$ cat src/rtl/seven_seg_pkg.sv
// Shared constants and types for the seven-segment scan driver and its decoder.
package seven_seg_pkg;

   // Width of one BCD digit, matching the decoder's binary_input.
   localparam int DIGIT_W          = 4;

   // Default geometry and timing of the scan.
   localparam int DEF_NUM_DIGITS   = 4;
   localparam int DEF_CLK_DIV      = 50000;
   localparam int DEF_GUARD_CYCLES = 2;

   // What the current slot is doing.
   typedef enum logic [1:0] {
      PH_GUARD = 2'd0,   // anti-ghosting gap at the start of every slot
      PH_DRIVE = 2'd1,   // digit enable asserted
      PH_BLANK = 2'd2    // leading zero suppressed for the whole slot
   } slot_phase_e;

endpackage

$ cat src/rtl/seven_seg_scan_driver_scan_tick_gen.sv
// Prescaler and slot index for the scan: cnt runs 0..CLK_DIV-1 inside each
// slot, idx steps through the digits and wraps once per frame.
module scan_tick_gen
   import seven_seg_pkg::*;
#(
   parameter int NUM_DIGITS = DEF_NUM_DIGITS,
   parameter int CLK_DIV    = DEF_CLK_DIV,
   parameter int CNT_W      = $clog2(CLK_DIV),
   parameter int IDX_W      = $clog2(NUM_DIGITS)
) (
   input  logic             clk,
   input  logic             rst_n,
   output logic [CNT_W-1:0] cnt,
   output logic [IDX_W-1:0] idx,
   output logic             tick,
   output logic             frame_wrap
);

   localparam logic [CNT_W-1:0] CNT_LAST = CNT_W'(CLK_DIV - 1);
   localparam logic [IDX_W-1:0] IDX_LAST = IDX_W'(NUM_DIGITS - 1);

   logic [CNT_W-1:0] cnt_reg, cnt_next;
   logic [IDX_W-1:0] idx_reg, idx_next;

   assign tick       = (cnt_reg == CNT_LAST);
   assign frame_wrap = tick && (idx_reg == IDX_LAST);
   assign cnt        = cnt_reg;
   assign idx        = idx_reg;

   // Next prescaler/slot values: count within the slot, advance the slot on tick.
   always_comb begin
      cnt_next = cnt_reg + 1'b1;
      idx_next = idx_reg;
      if (tick) begin
         cnt_next = '0;
         idx_next = (idx_reg == IDX_LAST) ? '0 : idx_reg + 1'b1;
      end
   end

   // Counter state; reset restarts the scan at slot 0, cycle 0.
   always_ff @(posedge clk or negedge rst_n) begin
      if (!rst_n) begin
         cnt_reg <= '0;
         idx_reg <= '0;
      end else begin
         cnt_reg <= cnt_next;
         idx_reg <= idx_next;
      end
   end

endmodule

$ cat src/rtl/seven_seg_scan_driver.sv
// Time-multiplexed scan driver for a multi-digit seven-segment display.
// New digit data is staged in a pending register and only moved to the
// displayed register at the frame wrap, so a frame is never torn.
module seven_seg_scan_driver
   import seven_seg_pkg::*;
#(
   parameter int NUM_DIGITS   = DEF_NUM_DIGITS,
   parameter int CLK_DIV      = DEF_CLK_DIV,
   parameter int GUARD_CYCLES = DEF_GUARD_CYCLES
) (
   input  logic                          clk,
   input  logic                          rst_n,
   input  logic                          load,
   input  logic [DIGIT_W*NUM_DIGITS-1:0] digits_in,
   input  logic                          blank_lz,
   output logic [DIGIT_W-1:0]            digit_bcd,
   output logic [NUM_DIGITS-1:0]         digit_sel,
   output logic                          digit_blank,
   output logic                          frame_done
);

   localparam int CNT_W  = $clog2(CLK_DIV);
   localparam int IDX_W  = $clog2(NUM_DIGITS);
   localparam int DATA_W = DIGIT_W * NUM_DIGITS;

   logic [CNT_W-1:0] cnt;
   logic [IDX_W-1:0] idx;
   logic             tick_unused;  // only the frame boundary moves data here
   logic             frame_wrap;

   scan_tick_gen #(
      .NUM_DIGITS (NUM_DIGITS),
      .CLK_DIV    (CLK_DIV),
      .CNT_W      (CNT_W),
      .IDX_W      (IDX_W)
   ) u_tick (
      .clk        (clk),
      .rst_n      (rst_n),
      .cnt        (cnt),
      .idx        (idx),
      .tick       (tick_unused),
      .frame_wrap (frame_wrap)
   );

   logic [DATA_W-1:0] pending_reg, pending_next;
   logic              pending_valid_reg, pending_valid_next;
   logic [DATA_W-1:0] display_reg, display_next;

   // Staging: loads go to pending; the frame wrap publishes the newest value,
   // letting a load on the wrap cycle itself bypass pending.
   always_comb begin
      pending_next       = pending_reg;
      pending_valid_next = pending_valid_reg;
      display_next       = display_reg;
      if (frame_wrap) begin
         if (load)
            display_next = digits_in;
         else if (pending_valid_reg)
            display_next = pending_reg;
         pending_valid_next = 1'b0;
      end else if (load) begin
         pending_next       = digits_in;
         pending_valid_next = 1'b1;
      end
   end

   // Data registers with asynchronous clear.
   always_ff @(posedge clk or negedge rst_n) begin
      if (!rst_n) begin
         pending_reg       <= '0;
         pending_valid_reg <= 1'b0;
         display_reg       <= '0;
      end else begin
         pending_reg       <= pending_next;
         pending_valid_reg <= pending_valid_next;
         display_reg       <= display_next;
      end
   end

   // Per-digit views of the displayed value and the leading-zero map.
   // upper_zero[k] is set when nibbles k..NUM_DIGITS-1 are all zero.
   logic [DIGIT_W-1:0]    nibble [NUM_DIGITS];
   logic [NUM_DIGITS:1]   upper_zero;
   logic [NUM_DIGITS-1:0] lz_blank;
   logic [NUM_DIGITS-1:0] sel_onehot;

   assign upper_zero[NUM_DIGITS] = 1'b1;
   assign lz_blank[0]            = 1'b0;  // the units digit is always shown

   genvar gi;
   generate
      for (gi = 0; gi < NUM_DIGITS; gi++) begin : g_digit
         assign nibble[gi]     = display_reg[gi*DIGIT_W +: DIGIT_W];
         assign sel_onehot[gi] = (idx == IDX_W'(gi));
      end
      for (gi = 1; gi < NUM_DIGITS; gi++) begin : g_lz
         assign upper_zero[gi] = (nibble[gi] == '0) && upper_zero[gi+1];
         assign lz_blank[gi]   = blank_lz && upper_zero[gi];
      end
   endgenerate

   logic in_guard;
   generate
      if (GUARD_CYCLES == 0) begin : g_no_guard
         assign in_guard = 1'b0;
      end else begin : g_guard
         assign in_guard = (cnt < CNT_W'(GUARD_CYCLES));
      end
   endgenerate

   slot_phase_e phase;

   // Classify the current cycle of the slot.
   always_comb begin
      phase = PH_DRIVE;
      if (in_guard)
         phase = PH_GUARD;
      else if (lz_blank[idx])
         phase = PH_BLANK;
   end

   // Output decode; the enables are also held dark directly by rst_n so the
   // display goes off the instant reset asserts, even with no guard interval.
   always_comb begin
      digit_sel   = '0;
      digit_blank = 1'b1;
      if (rst_n && (phase == PH_DRIVE)) begin
         digit_sel   = sel_onehot;
         digit_blank = 1'b0;
      end
   end

   assign digit_bcd  = nibble[idx];
   assign frame_done = frame_wrap;

endmodule
$ cat config.mk
export PLATFORM = sky130hd
export DESIGN_NAME = seven_seg_scan_driver
export DESIGN_NICKNAME = d
export VERILOG_FILES = /design/src/rtl/seven_seg_pkg.sv /design/src/rtl/seven_seg_scan_driver_scan_tick_gen.sv /design/src/rtl/seven_seg_scan_driver.sv
export SDC_FILE = /design/constraint.sdc
export NUM_CORES = 1
export LEC_CHECK = 0
export BUFFER_PORTS_ARGS = -buffer_cell sky130_fd_sc_hd__buf_2
export CAP_MARGIN = 10
export CORE_ASPECT_RATIO = 0.6
export CORE_MARGIN = 4
export CORE_UTILIZATION = 49
export CTS_BUF_LIST = sky130_fd_sc_hd__clkbuf_4 sky130_fd_sc_hd__clkbuf_8
export CTS_CLUSTER_DIAMETER = 100
export DETAILED_ROUTE_END_ITERATION = 6
export GPL_TIMING_DRIVEN = 0
export PLACE_DENSITY = 0.71
export RECOVER_POWER = 100
export SLEW_MARGIN = 15
export SYNTH_ARGS = -nofsm -noshare
export SYNTH_HDL_FRONTEND = slang
export SYNTH_SLANG_ARGS = --single-unit
$ cat constraint.sdc
create_clock -name clk -period 2.2 [get_ports clk]
set_input_delay 0.44 -clock clk [delete_from_list [all_inputs] [get_ports clk]]
set_output_delay 0.44 -clock clk [all_outputs]
set_load 0.01 [all_outputs]
Yosys cells after proc, flatten, opt, wreduce, memory -nomap -nowiden
Index checks and enable logic that the tools add are counted.

RAM bits: 0. Bits of input ports: 20. Output and inout port bits: 10. ROM bits: 0. Latch bits: 0. Bits in registers: 51. Memories kept: 0. Word-level logic and storage cells: 47.

Shifts and indexed selects: 0. Reduce and logical (&&, ||, !) cells: 15. Add/sub/neg operators: 2. Multiplexer cells: 15. $lt $le $gt $ge: 3. Equal/unequal tests: 5. Divide/modulo/power cells: 0. Multipliers: 0. Bitwise operators: 2.

Operators by type and width (number): $mux W16 (3); $add A16 B1 Y16 const B (1); $eq A16 B16 Y1 const B (1); $lt A16 B2 Y1 const B (1); $logic_not A4 Y1 (3); $mux W4 (3); $bmux W4 S2 (1); $logic_and A1 B1 Y1 (7); $mux W2 (3); $eq A2 B1 Y1 const B (2); $eq A2 B2 Y1 const B (2); $mux W1 (4); $reduce_and A2 Y1 (2); $reduce_bool A2 Y1 (2); $ge A3 B3 Y1 const B (1); $lt A2 B3 Y1 const B (1); $not A2 Y3 (1); $add A2 B1 Y2 const B (1); $bmux W1 S2 (1); $logic_not A2 Y1 (1); $not A1 Y1 (1).

Longest topological paths before layout
Depth in word-level cells: 11. Mapped depth: 7. Gate-level depth less buffers: 5.

Cells and area by module
A second synthesis with hierarchy kept.

Cell total of the unflattened synthesis: 215. Area, all modules: 2499.9 um2.

By module, submodules not included: seven_seg_scan_driver (cells each 136, instances 1, seq. area each 825.8 um2, area an instance 1644.1 um2); scan_tick_gen (cells each 79, instances 1, seq. area each 450.4 um2, area an instance 855.8 um2).

Least setup slack after synthesis
OpenSTA, ideal clock, no wires.

Path kind: register to register. Start: register u_tick.cnt_reg[0] (netlist: u_tick.cnt[0]). End: register display_reg[10]. Slack: 0.007 ns. Buffers on the path: 2. Arrival: 2.068 ns. Clock period less this slack: 2.193 ns. Library setup time: 0.125 ns. Stages on the path, launching flop included: 8. Data required time: 2.075 ns. Cell sequence: dfrtp_1 > ha_1 > nand3_2 > or3_1 > buf_6 > nor4b_4 > buf_8 > mux2_4.

Word-level cells in the longest chain between the ends: 3.

Ends and longest elaborated chain: start, declared (RTL line seven_seg_scan_driver_scan_tick_gen.sv:22) `logic [CNT_W-1:0] cnt_reg, cnt_next;`; start signal, assigned (RTL line seven_seg_scan_driver_scan_tick_gen.sv:46) `cnt_reg <= cnt_next;`; $eq A16 B16 Y1 (RTL line seven_seg_scan_driver_scan_tick_gen.sv:25) `assign tick = (cnt_reg == CNT_LAST);`; $logic_and A1 B1 Y1 (RTL line seven_seg_scan_driver_scan_tick_gen.sv:26) `assign frame_wrap = tick && (idx_reg == IDX_LAST);`; $reduce_and A2 Y1 (no line); end signal, assigned (RTL line seven_seg_scan_driver.sv:76) `display_reg <= display_next;`; end, declared (RTL line seven_seg_scan_driver.sv:47) `logic [DATA_W-1:0] display_reg, display_next;`.

No other way between the ends. A chain may end at the register's enable or synchronous reset.

Worst setup path in the final report
Start: register display_reg[8]. End: output port digit_blank.

Word-level cells in the longest chain between the ends: 11. Elaborated cells on any way between the ends: 12. Classes of those cells: eq/ne: 1; mux: 5; reduce/logical: 6.

Ends and longest elaborated chain: $logic_not A4 Y1 * (RTL line seven_seg_scan_driver.sv:97) `assign upper_zero[gi] = (nibble[gi] == '0) && upper_zero[gi+1];`; $logic_and A1 B1 Y1 * (RTL line seven_seg_scan_driver.sv:97); $logic_and A1 B1 Y1 (RTL line seven_seg_scan_driver.sv:97); $logic_and A1 B1 Y1 (RTL line seven_seg_scan_driver.sv:98) `assign lz_blank[gi] = blank_lz && upper_zero[gi];`; $bmux W1 S2 * (RTL line seven_seg_scan_driver.sv:118) `else if (lz_blank[idx])`; $mux W1 (not written as such) * (RTL line seven_seg_scan_driver.sv:118); $mux W2 * (RTL line seven_seg_scan_driver.sv:118); $mux W2 * (RTL line seven_seg_scan_driver.sv:116) `if (in_guard)`; $eq A2 B1 Y1 * (RTL line seven_seg_scan_driver.sv:127) `if (rst_n && (phase == PH_DRIVE)) begin`; $logic_and A1 B1 Y1 * (RTL line seven_seg_scan_driver.sv:127); $mux W1 * (RTL line seven_seg_scan_driver.sv:127); end, declared (RTL line seven_seg_scan_driver.sv:18) `output logic digit_blank,`.

Mark *: on every way between the ends. The rest lies on a longest branch, timed or not. The select of a mux whose other input is x is not followed.

==> results.py <==
metrics = {
    "clock_network": {
        "root_buffer": "clkbuf_8",
        "cts_tree": "done",
        "numCtsBuffers": 5,
        "clock_latency_ps": 300,
        "clk_pin_slew_ps": 90,
        "h-tree-depth": 2,
        "cts_hold_buf": 0,
        "clockBufferDepth": 2,
        "cts.sinks": 51,
    },
    "routing": {
        "wirelength_mm": 5.34,
        "first_pass_iters": 4,
        "first_iter_violations": 150,
        "viasPerCell": 5.34,
        "post_drt_wl_per_cell_um": 17.1,
        "via_count": 1671,
        "antenna_left": 0,
        "drc": 0,
    },
    "setup_path": {
        "crit_path_max_fanout": 5,
        "start_kind": "register",
        "setup.worst_path.class": "reg -> out",
        "critPathSlowestCell": "dfrtp_1",
        "critPathMaxStageDelay_ps": 420,
        "crit_chain": "nor4_4, nand3_2, a21oi_4, nand3b_1, buf_2",
        "crit_required_ps": 1760,
        "cp.arrival_ps": 1750,
        "worstSetupEndpointType": "output pin",
        "r2r_setup_slack_ps": 100,
    },
    "pwr": {
        "power_w": 0.00165,
        "vdd_drop_max_uv": 347,
        "p_per_area_nw_per_um2": 532,
        "power.leakage_nw": 1.39,
    },
    "logic_synthesis": {
        "postSynth.topFlopCell": "dfrtp_1",
        "synth_cells": 199,
        "synth_edf_count": 0,
        "synth_seq_cells": 51,
        "ys_warn_count": 0,
        "synthArstFlopShare_pct": 100,
        "synth_cell_types": 33,
        "synth_area_um2": 2570,
        "syn-mean-instance-area_um2": 12.9,
        "synth_nets": 224,
        "ys_seq_area_share_pct": 49.6,
    },
    "sta": {
        "setup_viol": 0,
        "clock_skew_ps": 4.87,
        "min_period_ps": 2190,
        "tightest_slew_ps": 713,
        "rsz0062_at_grt": "yes",
        "period_share_pct": 99.6,
        "maxSlewViolCount": 0,
        "hold_viol_final": 0,
        "slew-limit-headroom_pct": 52.0,
        "max_freq_mhz": 456,
        "setup-tns-final_ps": 0,
    },
    "floorplanning": {
        "core_um2": 5080,
        "die_h_um": 64.2,
        "ios": 30,
        "dieArea_um2": 6520,
        "dieWidth_um": 102,
        "start_util_pct": 50.7,
        "rows": 20,
    },
    "finish": {
        "nNetsFinal": 271,
        "syn_to_final_growth_pct": 20.6,
        "fill_cells": 410,
        "seq_area_um2": 1290,
        "multi_input_area_um2": 1330,
        "drive_above_1_share_pct": 53.8,
        "diodes": 0,
    },
    "global_routing": {
        "grt_max_degree": 57,
        "overflow": 0,
        "busiest_layer": "met1",
        "use_met2_pct": 22.9,
        "grt_pass1_wl_mm": 8.44,
        "grt_pass1_vias": 1681,
        "use_met3_pct": 4.36,
        "globalRouteMet1Util_pct": 26.8,
        "antenna_found_initial": 0,
        "grt_usage_pct": 17.1,
    },
    "hold_path": {
        "hold_path_class": "in -> async",
    },
    "place": {
        "dp_hpwl_mm": 3.66,
        "gp_congestion": 0.882,
        "portBuffers": 28,
    },
    "outcome": {
        "status": "completed",
    },
    "run": {
        "maxCapViolations": 0,
    },
}
final timing paths:
check | depth (start not counted) | startpoint | end
max | 5 | display_reg[8] | digit_blank
min | 1 | rst_n | u_tick.cnt[1]
max reg2reg | 6 | u_tick.cnt[4] | display_reg[2]
min reg2reg | 1 | pending_reg[14] | pending_reg[14]
max in group asynchronous | 1 | rst_n | display_reg[9]
min in group clk | 2 | digits_in[0] | pending_reg[0]
per-stage QoR:
step                      worst slack, ps  util, %  hold WS [ps]  instances  instance area [µm²]
after global routing                -69.3     61.1           231        313                 3100
after floorplan                      7.18        -           144        199                 2570
after CTS                           0.502     58.3           194        304                 2960
after detailed placement             -250     55.1           483        293                 2800
after global placement               -229     55.1           481        293                 2800
final                                8.35     61.1           184        313                 3100
routing by layer:
| metal | part of all wire (%) | vias up |
|---|---|---|
| met1 | 52 | 816 |
| met3 | 4.7 | 9 |
| met5 | 0 | - |
| met2 | 43 | 39 |
| met4 | 1.1 | 0 |
| li1 | - | 807 |
Yosys cell counts (2+ instances only):
library cell	n	area, µm²
o21ai_0	3	15.0
xor2_1	6	52.6
nor4_1	8	50.1
and3_1	2	12.5
clkbuf_1	2	7.51
inv_1	4	15.0
dfrtp_1	51	1280
mux2_2	39	439
nor3_1	3	15.0
buf_6	2	22.5
xnor2_1	7	61.3
nand2_1	6	22.5
nand4_1	2	12.5
nand3_1	13	65.1
ha_1	5	62.6
mux2_4	10	150
nor2_1	17	63.8
mux4_2	4	90.1
layout make-up:
class | instances | area share (%)
plain buffers | 6 | 1.69
clock buffers | 7 | 2.70
clock inverters | 1 | 0.161
inverters | 4 | 0.484
multi-input cells | 137 | 42.9
flip-flops and latches | 51 | 41.4
well taps | 66 | 2.66
repair buffers | 41 | 7.94
cell usage in the layout (no fill, tap or decap), types with 6 or more instances in the layout:
| cell | n |
|---|---|
| buf_4 | 14 |
| nand2_1 | 6 |
| dfrtp_2 | 8 |
| nand3_1 | 12 |
| mux2_4 | 10 |
| buf_2 | 27 |
| xnor2_1 | 7 |
| xor2_1 | 6 |
| mux2_2 | 39 |
| dfrtp_1 | 43 |
| nor2_1 | 15 |
repair_timing:
item,in CTS,in global routing
setup buffers,3,10
setup endpoints to repair,40,31
pin swaps,3,11
resized for setup,10,22
endpoints found under the hold margin,0,0
cells by family (layout without fill, tap and decap cells):
group,count (synthesis),in the layout,share of synthesized area [%]
AO/OA/AOI/OAI,5,5,1.12
XOR/XNOR,13,13,4.42
buffers and inverters,11,59,2.82
adder cells (fa/ha/maj),5,5,2.43
multiplexers,54,54,26.8
AND/OR/NAND/NOR,60,60,12.9
flip-flops,51,51,49.6
critical path, delay by kind of cell, from the launching register on:
| kind | cells | cell delay (ps) |
|---|---|---|
| simple gates | 3 | 670 |
| compound gates | 1 | 210 |
| flops | 1 | 420 |
| buf+inv | 1 | 150 |
report_power, final:
part	internal [W]	switching, W
combinational	0.0000739	0.0000620
clock	0.000248	0.000289
sequential	0.000966	0.0000132
Note: power is estimated with default switching activity, not from simulation.
